==> config.mk <==
export PLATFORM = sky130hd
export DESIGN_NAME = pad_motion_controller
export DESIGN_NICKNAME = d
export VERILOG_FILES = /design/src/rtl/pad_motion_controller.sv
export SDC_FILE = /design/constraint.sdc
export NUM_CORES = 1
export LEC_CHECK = 0
export BUFFER_PORTS_ARGS = -buffer_cell sky130_fd_sc_hd__clkbuf_2
export CAP_MARGIN = 20
export CORE_UTILIZATION = 25
export CTS_CLUSTER_SIZE = 28
export DETAILED_ROUTE_END_ITERATION = 10
export PLACE_DENSITY = 0.44
export SLEW_MARGIN = 20
export SYNTH_ARGS = -nofsm -noshare
export SYNTH_HDL_FRONTEND = slang
export SYNTH_SLANG_ARGS = --single-unit
==> constraint.sdc <==
create_clock -name clk -period 4.15 [get_ports clk]
set_clock_uncertainty 0.15 [all_clocks]
set_input_delay 0 -clock clk [delete_from_list [all_inputs] [get_ports clk]]
set_output_delay 0 -clock clk [all_outputs]
set_load 0.01 [all_outputs]
==> src/rtl/pad_motion_controller.sv <==
// Player pad position controller: synchronised up/down requests, direction FSM and clamped
// movement. Define PAD_ACCEL_EN to compile in hold-to-accelerate velocity.
module pad_motion_controller #(
  parameter int unsigned Y_W          = 10,
  parameter int unsigned SCREEN_H     = 768,
  parameter int unsigned PAD_HEIGHT   = 145,
  parameter int unsigned Y_MIN        = 4,
  parameter int unsigned Y_MAX_BOTTOM = SCREEN_H - 4,
  parameter int unsigned Y_RESET      = (SCREEN_H - 72) / 2,
  parameter int unsigned V_MIN        = 3,
  parameter int unsigned V_MAX        = 6,
  parameter int unsigned ACCEL_TICKS  = 4,
  parameter logic [1:0]  PLAY_CODE    = 2'b01
) (
  input  logic           clk,
  input  logic           rst,
  input  logic           timing_tick,
  input  logic           up_in,
  input  logic           down_in,
  input  logic [1:0]     state,
  output logic [Y_W-1:0] y_pad,
  output logic [3:0]     velocity,
  output logic           moving,
  output logic           at_top,
  output logic           at_bottom
);

  localparam logic [Y_W-1:0] YMin    = Y_W'(Y_MIN);
  localparam logic [Y_W-1:0] YTopMax = Y_W'(Y_MAX_BOTTOM - PAD_HEIGHT + 1);
  localparam logic [Y_W-1:0] YReset  = Y_W'(Y_RESET);
  localparam logic [3:0]     VMin    = 4'(V_MIN);

  if (V_MAX < V_MIN || V_MAX > 15 || ACCEL_TICKS == 0 ||
      Y_MAX_BOTTOM + 1 < PAD_HEIGHT + Y_MIN) begin : gen_bad_cfg
    $error("pad_motion_controller: inconsistent geometry or velocity parameters");
  end

  typedef enum logic [1:0] {StIdle, StMoveUp, StMoveDown} fsm_e;

  fsm_e           fsm_q, fsm_d;
  logic           up_meta_q, up_s_q, down_meta_q, down_s_q;
  logic           in_play, req_up, req_down, req_move;
  logic [Y_W-1:0] y_q, y_d, y_step;
  logic [Y_W:0]   y_ext, v_ext;
  logic [3:0]     vel_cur;
  logic           moving_q, at_top_q, at_bottom_q;

  assign in_play  = (state == PLAY_CODE);
  assign req_up   = up_s_q & ~down_s_q;
  assign req_down = down_s_q & ~up_s_q;
  assign req_move = req_up | req_down;

  // Two-flop synchronisers; they keep running outside play.
  always_ff @(posedge clk) begin
    if (rst) begin
      up_meta_q   <= 1'b0;
      up_s_q      <= 1'b0;
      down_meta_q <= 1'b0;
      down_s_q    <= 1'b0;
    end else begin
      up_meta_q   <= up_in;
      up_s_q      <= up_meta_q;
      down_meta_q <= down_in;
      down_s_q    <= down_meta_q;
    end
  end

  always_ff @(posedge clk) begin
    if (rst) begin
      fsm_q <= StIdle;
    end else begin
      fsm_q <= fsm_d;
    end
  end

  always_comb begin
    fsm_d = fsm_q;
    if (!in_play) begin
      fsm_d = StIdle;
    end else if (timing_tick) begin
      if (req_up) begin
        fsm_d = StMoveUp;
      end else if (req_down) begin
        fsm_d = StMoveDown;
      end else begin
        fsm_d = StIdle;
      end
    end
  end

`ifdef PAD_ACCEL_EN
  localparam int unsigned     CntW    = (ACCEL_TICKS > 1) ? $clog2(ACCEL_TICKS) : 1;
  localparam logic [CntW-1:0] CntLast = CntW'(ACCEL_TICKS - 1);
  localparam logic [3:0]      VMax    = 4'(V_MAX);

  logic [CntW-1:0] cnt_q, cnt_d, cnt_cur;
  logic [3:0]      vel_q, vel_d;
  logic            reversal, hit_limit;

  // A reversal restarts from V_MIN before this tick's move is taken.
  assign reversal  = (fsm_q == StMoveUp && req_down) || (fsm_q == StMoveDown && req_up);
  assign vel_cur   = reversal ? VMin : vel_q;
  assign cnt_cur   = reversal ? '0 : cnt_q;
  assign hit_limit = (req_up && y_step == YMin) || (req_down && y_step == YTopMax);
`else
  assign vel_cur = VMin;
`endif

  // Clamped candidate position; compares are one bit wider so nothing wraps.
  always_comb begin
    y_ext  = {1'b0, y_q};
    v_ext  = (Y_W + 1)'(vel_cur);
    y_step = y_q;
    if (req_up) begin
      y_step = (y_ext < {1'b0, YMin} + v_ext) ? YMin : y_q - Y_W'(vel_cur);
    end else if (req_down) begin
      y_step = (y_ext + v_ext > {1'b0, YTopMax}) ? YTopMax : y_q + Y_W'(vel_cur);
    end
  end

  always_comb begin
    y_d = y_q;
`ifdef PAD_ACCEL_EN
    vel_d = vel_q;
    cnt_d = cnt_q;
`endif
    if (!in_play) begin
      y_d = YReset;
`ifdef PAD_ACCEL_EN
      vel_d = VMin;
      cnt_d = '0;
`endif
    end else if (timing_tick) begin
      if (req_move) begin
        y_d = y_step;
      end
`ifdef PAD_ACCEL_EN
      if (!req_move || hit_limit) begin
        vel_d = VMin;
        cnt_d = '0;
      end else if (cnt_cur == CntLast) begin
        cnt_d = '0;
        vel_d = (vel_cur < VMax) ? vel_cur + 4'd1 : vel_cur;
      end else begin
        cnt_d = cnt_cur + CntW'(1);
        vel_d = vel_cur;
      end
`endif
    end
  end

  // Flags come from next-state values so they line up with y_pad in the same cycle.
  always_ff @(posedge clk) begin
    if (rst) begin
      y_q         <= YReset;
      moving_q    <= 1'b0;
      at_top_q    <= 1'b0;
      at_bottom_q <= 1'b0;
`ifdef PAD_ACCEL_EN
      vel_q       <= VMin;
      cnt_q       <= '0;
`endif
    end else begin
      y_q         <= y_d;
      moving_q    <= (fsm_d != StIdle);
      at_top_q    <= (y_d == YMin);
      at_bottom_q <= (y_d == YTopMax);
`ifdef PAD_ACCEL_EN
      vel_q       <= vel_d;
      cnt_q       <= cnt_d;
`endif
    end
  end

  assign y_pad     = y_q;
`ifdef PAD_ACCEL_EN
  assign velocity  = vel_q;
`else
  assign velocity  = VMin;
`endif
  assign moving    = moving_q;
  assign at_top    = at_top_q;
  assign at_bottom = at_bottom_q;

endmodule
# == After elaboration in Yosys (flattened, before gate mapping) ==
# Cells that the tools add are included.
# word_totals
wordCells,34
input_bits,7
ff_bits,19
output_inout_bits,17
# op_classes
mux,11
add_sub_neg,3
magnitude_cmp,2
n_reduce_logical,1
n_bitwise,5
n_eq_ne,3
# op_table
cell,count
$mux W10,7
$add A10 B2 Y11 const B,1
$gt A11 B10 Y1 const B,1
$add A10 B2 Y10 const B,1
$eq A10 B10 Y1 const B,1
$eq A10 B3 Y1 const B,1
$lt A10 B3 Y1 const B,1
$sub A10 B2 Y10 const B,1
$mux W2,4
$and A1 B1 Y1,2
$eq A2 B1 Y1 const B,1
$not A1 Y1,2
$reduce_bool A2 Y1,1
$or A1 B1 Y1,1

# == Depth between registers and ports, before layout ==
# Gate-level depths: netlist of run 1.
# logic_depth
ltp_word,9
depth_mapped,12
depth_no_buf,10

# == Worst setup path after synthesis of run 1 ==
# Ideal clock, no wire load.
# synth_path
path_type,register -> register
start,"register y_q[0], in the netlist y_pad[0]"
end,"register at_bottom_q, in the netlist at_bottom"
period_less_slack_ns,2.745
n_path_buf,2
required_ns,3.904
path_slack_ns,1.405
arrival_ns,2.499
setup_time_ns,0.096
path_stages_with_launch,12
path_cell_list,dfxtp_1 buf_2 inv_1 ha_1 clkbuf_1 a211oi_1 a21oi_1 o31ai_2 a21oi_1 a311oi_1 o211ai_1 nor4b_1
# synth_via
elab_chain_cells,9
word_cells_on_any_way,13
cone_classes,3 x add/sub; 2 x order compare; 1 x eq/ne; 7 x mux
# synth_rtl
element,line,rtl
start: declaration,43,"logic [Y_W-1:0] y_q, y_d, y_step;"
start signal: assignment,155,y_q <= YReset;
start signal: assignment,164,y_q <= y_d;
$add A10 B2 Y11,117,"y_step = (y_ext + v_ext > {1'b0, YTopMax}) ? YTopMax : y_q + Y_W'(vel_cur);"
$gt A11 B10 Y1,117,
$mux W10,117,
$mux W10,116,end else if (req_down) begin
$mux W10,114,if (req_up) begin
$mux W10,134,if (req_move) begin
$mux W10 (*),133,end else if (timing_tick) begin
$mux W10 (*),127,if (!in_play) begin
$eq A10 B10 Y1 (*),167,at_bottom_q <= (y_d == YTopMax);
end signal: assignment,167,
end: declaration,46,"logic moving_q, at_top_q, at_bottom_q;"
# Mark *: on every way between the ends. The rest lies on a longest branch, timed or not.
# A chain may end at the register's enable or synchronous reset.

# == Worst setup path in the final report of run 1 ==
# layout_path
start,"register y_q[0], in the netlist y_pad[0]"
end,"register at_top_q, in the netlist at_top"
# layout_via
elab_chain_cells,9
word_cells_on_any_way,13
cone_classes,3 x add/sub; 2 x order compare; 1 x eq/ne; 7 x mux
# layout_rtl
element,line,rtl
$add A10 B2 Y11,117,
$gt A11 B10 Y1,117,
$mux W10,117,
$mux W10,116,
$mux W10,114,
$mux W10,134,
$mux W10 (*),133,
$mux W10 (*),127,
$eq A10 B3 Y1 (*),166,at_top_q <= (y_d == YMin);
end signal: assignment,166,
end: declaration,46,
# Marked as above.

==> reports/metrics.yaml, run 1 <==
num_antenna_cells: 0
synth_xor_area_frac: 0.02800
end_kind: "flip-flop"
drv_slew: 0
synthCells: 208
grt_pass1_wl_mm: 7.438
path_class: "flip-flop to flip-flop"
finalWeightedCongestion: 0.8677
grt_use_total: 0.1474
fill_cells: 648
synth-simple-area-share: 0.2920
swShare: 0.2578
grt_max_degree: 15
synth_fa_ha_area_frac: 0.04800
wl_met3_um: 283
seq_power_share: 0.515
powerDensity_nw_per_um2: 205.7
startpoint_type: "flip-flop"
internal-power_uw: 269.2
critical_path_required_ps: 4170
die_h_um: 81.10
dp_hpwl_mm: 3.195
path_max_fanout: 13
wl_per_cell_um: 14.83
hp-class: "primary input to flip-flop"
synth_edf_count: 0
synth.area.top_cells: "dfxtp_1 (24%), ha_1 (4.8%), nand2_1 (4.6%)"
synth_top_family_by_area: "simple AND/OR/NAND/NOR gates"
io_pins: 24
cpMaxStageDelayCell: "dfxtp_1"
placed_area_um2: 1657
grt_antenna_before_repair: 0
cts_buffers: 3
async_flop_share: 0
gr-total-overflow: 0
synth-compound-area-share: 0.2680
ys_ff_latch: 19
layoutNonFillerInstCount: 295
drtIter0Drc: 92
synth_area_per_cell_um2: 7.519
syn-cell-area_um2: 1564
rsz0062_at_grt: "false"
drv_cap: 0
drtPass1Iterations: 5
period_minus_slack_ps: 3155
violations: "hold timing"
initial_core_util: 0.2611
clockBufferDepth: 2
dp_slack_ps: 1050
ys_seq_area_frac: 0.2432
area_delta_synth_final_pct: 12.72
synth_top_area_share: 0.2432
post-route-period-util: 0.7601
fmax_ghz: 0.3170
grt_pass1_vias: 1446
core_um2: 5991
fin_nets: 234
vias: 1578
worstMarginPinSlew_ps: 885.7
final_hold_viol_count: 1
drc: 0
cts-resized-gates: 0
fp-row-count: 28
utilization: 0.2943
regArea_um2: 380.4
clkPwrFrac: 0.365
power.total_uw: 362.7
cts_sinks: 19
top_layer: "met4"
post-cts-setup-buffer-count: 0
holdWs_ps: -3.355
synth_cell_type_count: 57
cp_cell_sequence: "inv_1 > ha_1 > nor3b_1 > mux2i_1 > o22a_1 > o31ai_2 > a21oi_1 > a311oi_1 > o211ai_1 > nor4b_1"
wl_met1_mm: 1.980
routed_wl_mm: 4.376
io_buffers: 19
h-tree-depth: 1
finalSetupViolations: 0
max-vdd-ir-drop_mv: 0.1362
worstPathArrival_ps: 3170
power.leakage_nw: 0.6675
synthMuxAreaShare: 0.02560
die-area_um2: 6576
fin_area_um2: 1763
fin_setup_tns_ps: 0
combPwrFrac: 0.120
switchingPower_uw: 93.50
layout_setup_ws_ps: 995.5
cp_slowest_stage_delay_ps: 570
drive_above_1_share: 0.1409
insertion_delay_ps: 260
path_clk_slew_ps: 70
ys.flop_type: "dfxtp_1"
max_slew_margin: 0.4073
fp.dieW_um: 81.10
cts_root_buffer: "clkbuf_8"
routed_via_density: 5.349
status: "finished with violations"
antenna_left: 0
tritoncts: "built"
dp_cells: 285
yosys_warnings: 0
synth_area_leader_cell: "dfxtp_1"
multi_input_area_um2: 1050
wl_met2_mm: 2.017
## state kept, by name, summed over array words and instances (netlist names)
| register | cells |
|---|---|
| down_meta_q | 1 |
| up_meta_q | 1 |
| up_s_q | 1 |
| at_bottom | 1 |
| y_pad | 10 |
| at_top | 1 |
| moving | 1 |
| fsm_q | 2 |
| down_s_q | 1 |
## synth_stat cells (2+ instances only)
| master | count |
|---|---|
| a22oi_1 | 2 |
| ha_1 | 6 |
| a311oi_1 | 2 |
| nor2b_1 | 8 |
| o21a_1 | 2 |
| nand2_1 | 19 |
| nand3b_1 | 2 |
| inv_1 | 8 |
| xor2_1 | 4 |
| buf_4 | 5 |
| clkbuf_1 | 6 |
| nand3_1 | 4 |
| a41o_1 | 2 |
| nand2b_1 | 7 |
| a21o_1 | 2 |
| o22a_1 | 2 |
| mux2i_1 | 4 |
| nor3b_1 | 2 |
| or3_1 | 3 |
| dfxtp_1 | 19 |
| conb_1 | 2 |
| o211ai_1 | 3 |
| o21ai_0 | 13 |
| nor2_1 | 17 |
| buf_2 | 8 |
| a21oi_1 | 13 |
| nor4b_1 | 2 |
| nor3_1 | 12 |
## power groups by stage
| stage | Combinational (mW) | Sequential (mW) | Clock, mW |
|---|---|---|---|
| after CTS | 0.0431 | 0.187 | 0.138 |
| after detailed placement | 0.0386 | 0.191 | 0 |
| after global placement | 0.0391 | 0.191 | 0 |
| after floorplan | 0.0300 | 0.190 | 0 |
| final | 0.0435 | 0.187 | 0.132 |
| after global routing | 0.0482 | 0.187 | 0.144 |
## kinds of logic (layout without fill, tap and decap cells)
| group | Yosys count | in the layout |
|---|---|---|
| muxes | 4 | 4 |
| AOI/OAI and AO/OA | 59 | 59 |
| adders and majority gates | 6 | 6 |
| buffers and inverters | 28 | 38 |
| other | 2 | 4 |
| DFF | 19 | 19 |
| and+or+nand+nor | 85 | 85 |
| xor gates and xnor gates | 5 | 5 |
## critical path: cells and delay by family, from the launching register on
kind | cells | cell delay (ps)
AO/OA/AOI/OAI | 5 | 1220
flip-flops | 1 | 570
AND/OR/NAND/NOR | 2 | 560
adder cells (fa/ha/maj) | 1 | 360
multiplexers | 1 | 100
buffers and inverters | 1 | 80
## layout by cell type (no fill, tap or decap), types with 3 or more instances in the layout
cell / count
clkbuf_2: 19
dlygate4sd3_1: 6
xor2_1: 4
nor3_1: 12
conb_1: 4
o21ai_0: 13
a21oi_1: 13
dfxtp_1: 19
nand3_1: 4
mux2i_1: 4
nand2_1: 19
nor2_1: 17
clkbuf_8: 3
ha_1: 6
o211ai_1: 3
nor2b_1: 8
nand2b_1: 7
or3_1: 3
inv_1: 8
## area by class of cell
type	instances	area share
Timing Repair Buffer	26	0.09226
Multi-Input combinational cell	163	0.5955
Clock inverter	1	0.002839
Tap cell	75	0.05323
Clock buffer	3	0.02342
Inverter	8	0.01703
Sequential cell	19	0.2158
## worst paths after layout
check            start  endpoint  slack, ps  depth (start not counted)
max           y_pad[0]    at_top       1000                         10
min reg2reg  up_meta_q    up_s_q        290                          1
min           state[1]    at_top         -3                          4
max reg2reg   y_pad[0]    at_top       1000                         10
## layer usage
layer | global-route usage | vias up
met5 | 0 | -
li1 | - | 769
met2 | 0.2345 | 62
met4 | 0.06607 | 0
met3 | 0.01685 | 9
met1 | 0.1984 | 738
## what timing repair did
item | CTS | global route
hold buffers | 6 | 0
endpoints found under the hold margin | 9 | 0
setup endpoints to repair | 0 | 0
(Power assumes the default switching activity.)
==> run 2, diff against run 1 <==
- clock period: 4.15 -> 3.25 ns (I/O delays scaled with it)
==> reports/metrics.yaml, run 2 (synthesis gave the netlist of run 1 again) <==
period_minus_slack_ps: 3000  # -154.6 ps
fp-row-count: 28  # unchanged
final_cell_mix: "nand2_1 (19), dfxtp_1 (19), clkbuf_2 (19)"
drv_slew: 0  # unchanged
dp_cells: 299  # +4.9%
max-vdd-ir-drop_mv: 0.1432  # +5.1%
grt_pass1_wl_mm: 7.665  # +3.1%
drtIter0Drc: 105  # +14%
fill_cells: 662  # +2.2%
top_usage_layer: "met2"
fin_nets: 249  # +6.4%
critical_path_required_ps: 3260  # -910 ps
use_met1: 0.2082  # +0.009807
die-area_um2: 6576  # unchanged
switchingPower_uw: 125.1  # +34%
cts_sinks: 19  # unchanged
routed_wl_mm: 4.699  # +7.4%
die_h_um: 81.10  # unchanged
grt_antenna_before_repair: 0  # unchanged
num_antenna_cells: 0  # unchanged
combPwrFrac: 0.128  # +0.008
use_met2: 0.2605  # +0.02605
dp_slack_ps: 308.5  # -741.3 ps
final_hold_viol_count: 0  # -1
fmax_ghz: 0.3333  # +5.2%
area_delta_synth_final_pct: 20.08
end_kind: "flip-flop"
gr-total-overflow: 0  # unchanged
grt_max_degree: 15  # unchanged
grt_use_total: 0.1546  # +0.007226
internal-power_uw: 347.0  # +29%
layoutNonFillerInstCount: 310  # +5.1%
dp_hpwl_mm: 3.521  # +10%
drc: 0  # unchanged
io_pins: 24  # unchanged
vias: 1614  # +2.3%
initial_core_util: 0.2611  # unchanged
rsz0062_at_grt: "false"
power.total_uw: 472.1  # +30%
cts_root_buffer: "clkbuf_8"
wl_per_cell_um: 15.16  # +2.2%
routed_via_density: 5.206  # -2.7%
startpoint_type: "flip-flop"
insertion_delay_ps: 270  # about the same
h-tree-depth: 1  # unchanged
drive_above_1_share: 0.1915  # +0.05058
antenna_left: 0  # unchanged
path_max_fanout: 12  # -1
fin_setup_tns_ps: 0  # unchanged
cts_buffers: 3  # unchanged
tritoncts: "built"
powerDensity_nw_per_um2: 251.4  # +22%
holdWs_ps: 63.61  # +66.97 ps
drtPass1Iterations: 4  # -1
finalWeightedCongestion: 0.8928  # +2.9%
grt_pass1_vias: 1472  # +1.8%
finalSetupViolations: 0  # unchanged
worstHoldPathCells: 4  # unchanged
status: "completed"
core_um2: 5991  # unchanged
hp-class: "primary input to flip-flop"
drv_cap: 0  # unchanged
max_slew_margin: 0.5582  # +0.1509
power.leakage_nw: 0.7366  # +10%
clockBufferDepth: 2  # unchanged
r2r.worst_path.cells: 10  # unchanged
fp.dieW_um: 81.10  # unchanged
grt_use_met3: 0.01461  # -0.002247
io_buffers: 19  # unchanged
reg2reg_slack_ps: 250  # -750 ps
path_class: "flip-flop to flip-flop"
seq_power_share: 0.503  # -0.012
swShare: 0.2650  # +0.007212
worstPathArrival_ps: 3010  # -160 ps
worstMarginPinSlew_ps: 654.4  # -231.4 ps
layout_setup_ws_ps: 250.0  # -745.4 ps
path_clk_slew_ps: 70  # about the same
post-route-period-util: 0.9231  # +0.1629
largest_reg_flops: 10  # unchanged
cts-resized-gates: 0  # unchanged
clkPwrFrac: 0.369  # +0.004
## run 2: area by class of cell
cell class / instances / area (µm²) / share of cell area
sequential: 19 / 380.4 / 0.2025
tap: 75 / 93.84 / 0.04997
multi-input combinational: 163 / 1050 / 0.5590
clock inverter: 1 / 5.005 / 0.002665
timing repair buffer: 41 / 277.8 / 0.1479
clock buffer: 3 / 41.29 / 0.02199
inverter: 8 / 30.03 / 0.01599
## run 2: path summary, 6_finish.rpt
path / from / endpoint
worst max-delay path: y_pad[0] / at_top
worst max register to register: y_pad[0] / at_top
worst min register to register: up_meta_q / up_s_q
worst min-delay path: state[0] / at_top
## run 2: power by group through the flow
| stage | Clock, mW | Combinational (mW) | Sequential (mW) |
|---|---|---|---|
| after floorplan | 0 | 0.0383 | 0.243 |
| after global placement | 0 | 0.0547 | 0.243 |
| after detailed placement | 0 | 0.0533 | 0.243 |
| after CTS | 0.178 | 0.0601 | 0.237 |
| after global routing | 0.188 | 0.0670 | 0.238 |
| final | 0.174 | 0.0604 | 0.238 |
## run 2: timing repair
item | CTS | global route
endpoints found under the setup margin | 0 | 0
hold buffers | 7 | 0
buffers inserted | 0 | 0
endpoints found under the hold margin | 11 | 0
## run 2: worst max-delay path: stages, from the launching register on
cell and delay (ps):
dfxtp_1 320, buf_4 180, ha_1 250, a2111o_1 490, o21a_4 270, a32oi_1 290, and3_1 220, o211ai_1 100
a211oi_2 200, o211ai_1 140, nor4b_1 320
## run 2: per-layer routing
metal | part of all wire | wire length [µm]
met5 | 0 | 0
met4 | 0.0092 | 43
met3 | 0.063 | 298
met2 | 0.48 | 2252
met1 | 0.45 | 2104
## run 2: per-stage QoR
step	cell area, µm²	utilization
floorplan	1572	-
global placement	1762	0.2941
detailed placement	1762	0.2941
CTS	1878	0.3135
global route	1878	0.3135
finish	1878	0.3135
==> run 3, diff against run 2 <==
- ABC_AREA: default -> 1
- PLACE_DENSITY: 0.44 -> 0.43
==> reports/metrics.yaml, run 3 <==
power.total_uw: 474.1  # +0.43%
drc: 0  # unchanged
path_max_fanout: 8  # -4
hp-class: "flip-flop to flip-flop"
cp.depth: 18  # +8
path_buf_inv: 3  # +2
wl_per_cell_um: 11.68  # -23%
insertion_delay_ps: 260  # about the same
io_buffers: 19  # unchanged
fmax_ghz: 0.3575  # +7.2%
synth_common_cells: "nand2_1 (81), inv_1 (34), nor2_1 (33), nand3_1 (23), a21oi_1 (21)"
syn-cell-area_um2: 1594  # +1.9%
antenna_left: 0  # unchanged
r2r.worst_path.cells: 18  # +8
startpoint_type: "flip-flop"
synth_top_area_share: 0.2386  # -0.004581
path_class: "flip-flop to flip-flop"
synthCells: 269  # +29%
worstPathArrival_ps: 2850  # -160 ps
async_flop_share: 0  # unchanged
max-vdd-ir-drop_mv: 0.2337  # +63%
drv_slew: 0  # unchanged
h-tree-depth: 1  # unchanged
dp_hpwl_mm: 3.397  # -3.5%
regArea_um2: 380.4  # unchanged
tritoncts: "built"
cp_cell_sequence: "inv_2 > ha_1 > inv_1 > nand2_2 > nor2_4 > nand2_2 > nand2_2 > nand2_2 > nor2_2 > nand2_2 > nand2_4 > nand3_1 > nand2_1 > nand2_1 > nand2_1 > nand2_1 > dlygate4sd3_1 > nor2_1"
finalSetupViolations: 0  # unchanged
max_slew_margin: 0.6642  # +0.1060
fill_cells: 716  # +8.2%
dp_slack_ps: 782.5  # +474.1 ps
final_hold_viol_count: 0  # unchanged
routed_via_density: 4.443  # -15%
core_um2: 6026  # +0.58%
powerDensity_nw_per_um2: 252.5  # +0.43%
cts-resized-gates: 0  # unchanged
drive_above_1_share: 0.1458  # -0.04573
layout_setup_ws_ps: 452.5  # +202.5 ps
drv_cap: 0  # unchanged
cpMostUsedCell: "nand2_2"
fin_setup_tns_ps: 0  # unchanged
grt_use_total: 0.1457  # -0.008955
clockBufferDepth: 2  # unchanged
drtPass1Iterations: 4  # unchanged
area_delta_synth_final_pct: 17.82
power.leakage_nw: 0.9700  # +32%
cp_top_family: "simple AND/OR/NAND/NOR gates"
synth_area_per_cell_um2: 5.926  # -21%
cts_root_buffer: "clkbuf_8"
cpMaxStageDelayCell: "dlygate4sd3_1"
worstMarginPinSlew_ps: 503.6  # -150.7 ps
post-route-period-util: 0.8608  # -0.06229
final_common_cell: "nand2_1"
grt_max_degree: 19  # +4
path_clk_slew_ps: 70  # about the same
critical_path_required_ps: 3300  # +40 ps
routed_wl_mm: 4.321  # -8.0%
synth_area_leader_cell: "dfxtp_1"
num_antenna_cells: 0  # unchanged
period_minus_slack_ps: 2798  # -202.5 ps
ys_ff_latch: 19  # unchanged
synth.most_common_cell: "nand2_1"
worstHoldPathCells: 2  # -2
rsz0062_at_grt: "false"
die_h_um: 81.85  # +0.93%
fin_nets: 309  # +24%
multi_input_area_um2: 1020  # -2.9%
finalWeightedCongestion: 0.8027  # -10%
ys.flop_type: "dfxtp_1"
final_cell_mix: "nand2_1 (81), inv_1 (34), nor2_1 (33)"
grt_antenna_before_repair: 0  # unchanged
grt_pass1_wl_mm: 7.555  # -1.4%
drtIter0Drc: 93  # -11%
ys_seq_area_frac: 0.2386  # -0.004581
yosys_warnings: 0  # unchanged
grt_pass1_vias: 1621  # +10%
gr-total-overflow: 0  # unchanged
status: "completed"
cts_sinks: 19  # unchanged
largest_reg_flops: 10  # unchanged
synth_cell_type_count: 29  # -49%
synth_edf_count: 0  # unchanged
synth.area.top_cells: "dfxtp_1 (24%), nand2_1 (19%), inv_1 (8.0%)"
cp_slowest_stage_delay_ps: 570  # +80 ps
vias: 1644  # +1.9%
fp.dieW_um: 81.85  # +0.93%
cts_buffers: 3  # unchanged
initial_core_util: 0.2645  # +0.003466
end_kind: "flip-flop"
io_pins: 24  # unchanged
die-area_um2: 6699  # +1.9%
fp-row-count: 28  # unchanged
[run 3: logic make-up after synthesis]
kind of cell	Yosys count	synth area share
and+or+nand+nor	156	0.4341
buffers and inverters	46	0.1264
AOI/OAI and AO/OA	35	0.1201
DFF	19	0.2386
adders and majority gates	6	0.04709
xor gates and xnor gates	3	0.01649
other	2	0.004711
muxes	2	0.01256
[run 3: layout make-up]
type	instances	share of cell area
tap	75	0.04997
multi-input combinational	206	0.5430
sequential	19	0.2025
inverter	36	0.07195
timing repair buffer	30	0.1079
clock buffer	3	0.02199
clock inverter	1	0.002665
[run 3: worst paths after layout]
| check | start | to | slack [ps] |
|---|---|---|---|
| max | y_pad[0] | y_pad[0] | 450 |
| max reg2reg | y_pad[0] | y_pad[0] | 450 |
| min | up_meta_q | up_s_q | 250 |
| min reg2reg | up_meta_q | up_s_q | 250 |
[run 3: worst register-to-register path, stage by stage (launching register included)]
cell,delay (ps)
dfxtp_1,460
inv_2,90
ha_1,210
inv_1,90
nand2_2,100
nor2_4,180
nand2_2,60
nand2_2,60
nand2_2,60
nor2_2,110
nand2_2,70
nand2_4,90
nand3_1,80
nand2_1,70
nand2_1,50
nand2_1,90
nand2_1,70
dlygate4sd3_1,570
nor2_1,80
[run 3: metal layers]
layer	track usage	share of wire	vias to the layer above
met4	0.05439	0.022	0
met3	0.01111	0.024	7
met2	0.2405	0.44	32
met5	0	0	-
li1	-	-	888
met1	0.1957	0.52	717
[run 3: per-stage QoR]
stage	std cells	hold WS [ps]	instance area, µm²	utilization
6_report	370	254.1	1878	0.3117
5_1_grt	370	280.0	1878	0.3117
4_1_cts	370	257.1	1878	0.3117
3_5_place_dp	356	46.91	1732	0.2874
3_3_place_gp	356	41.68	1732	0.2874
2_1_floorplan	271	-43.03	1602	-
[run 3: report_power, final]
part | total, mW | internal, mW | switching [mW]
Combinational | 0.0696 | 0.0269 | 0.0427
Sequential | 0.240 | 0.236 | 0.00344
Clock | 0.165 | 0.0853 | 0.0795
Total | 0.474 | 0.348 | 0.126
[run 3: timing repair]
item                      4_1_cts  5_1_grt
buffers inserted                0        0
hold endpoints to repair       11        0
hold buffers                   10        0
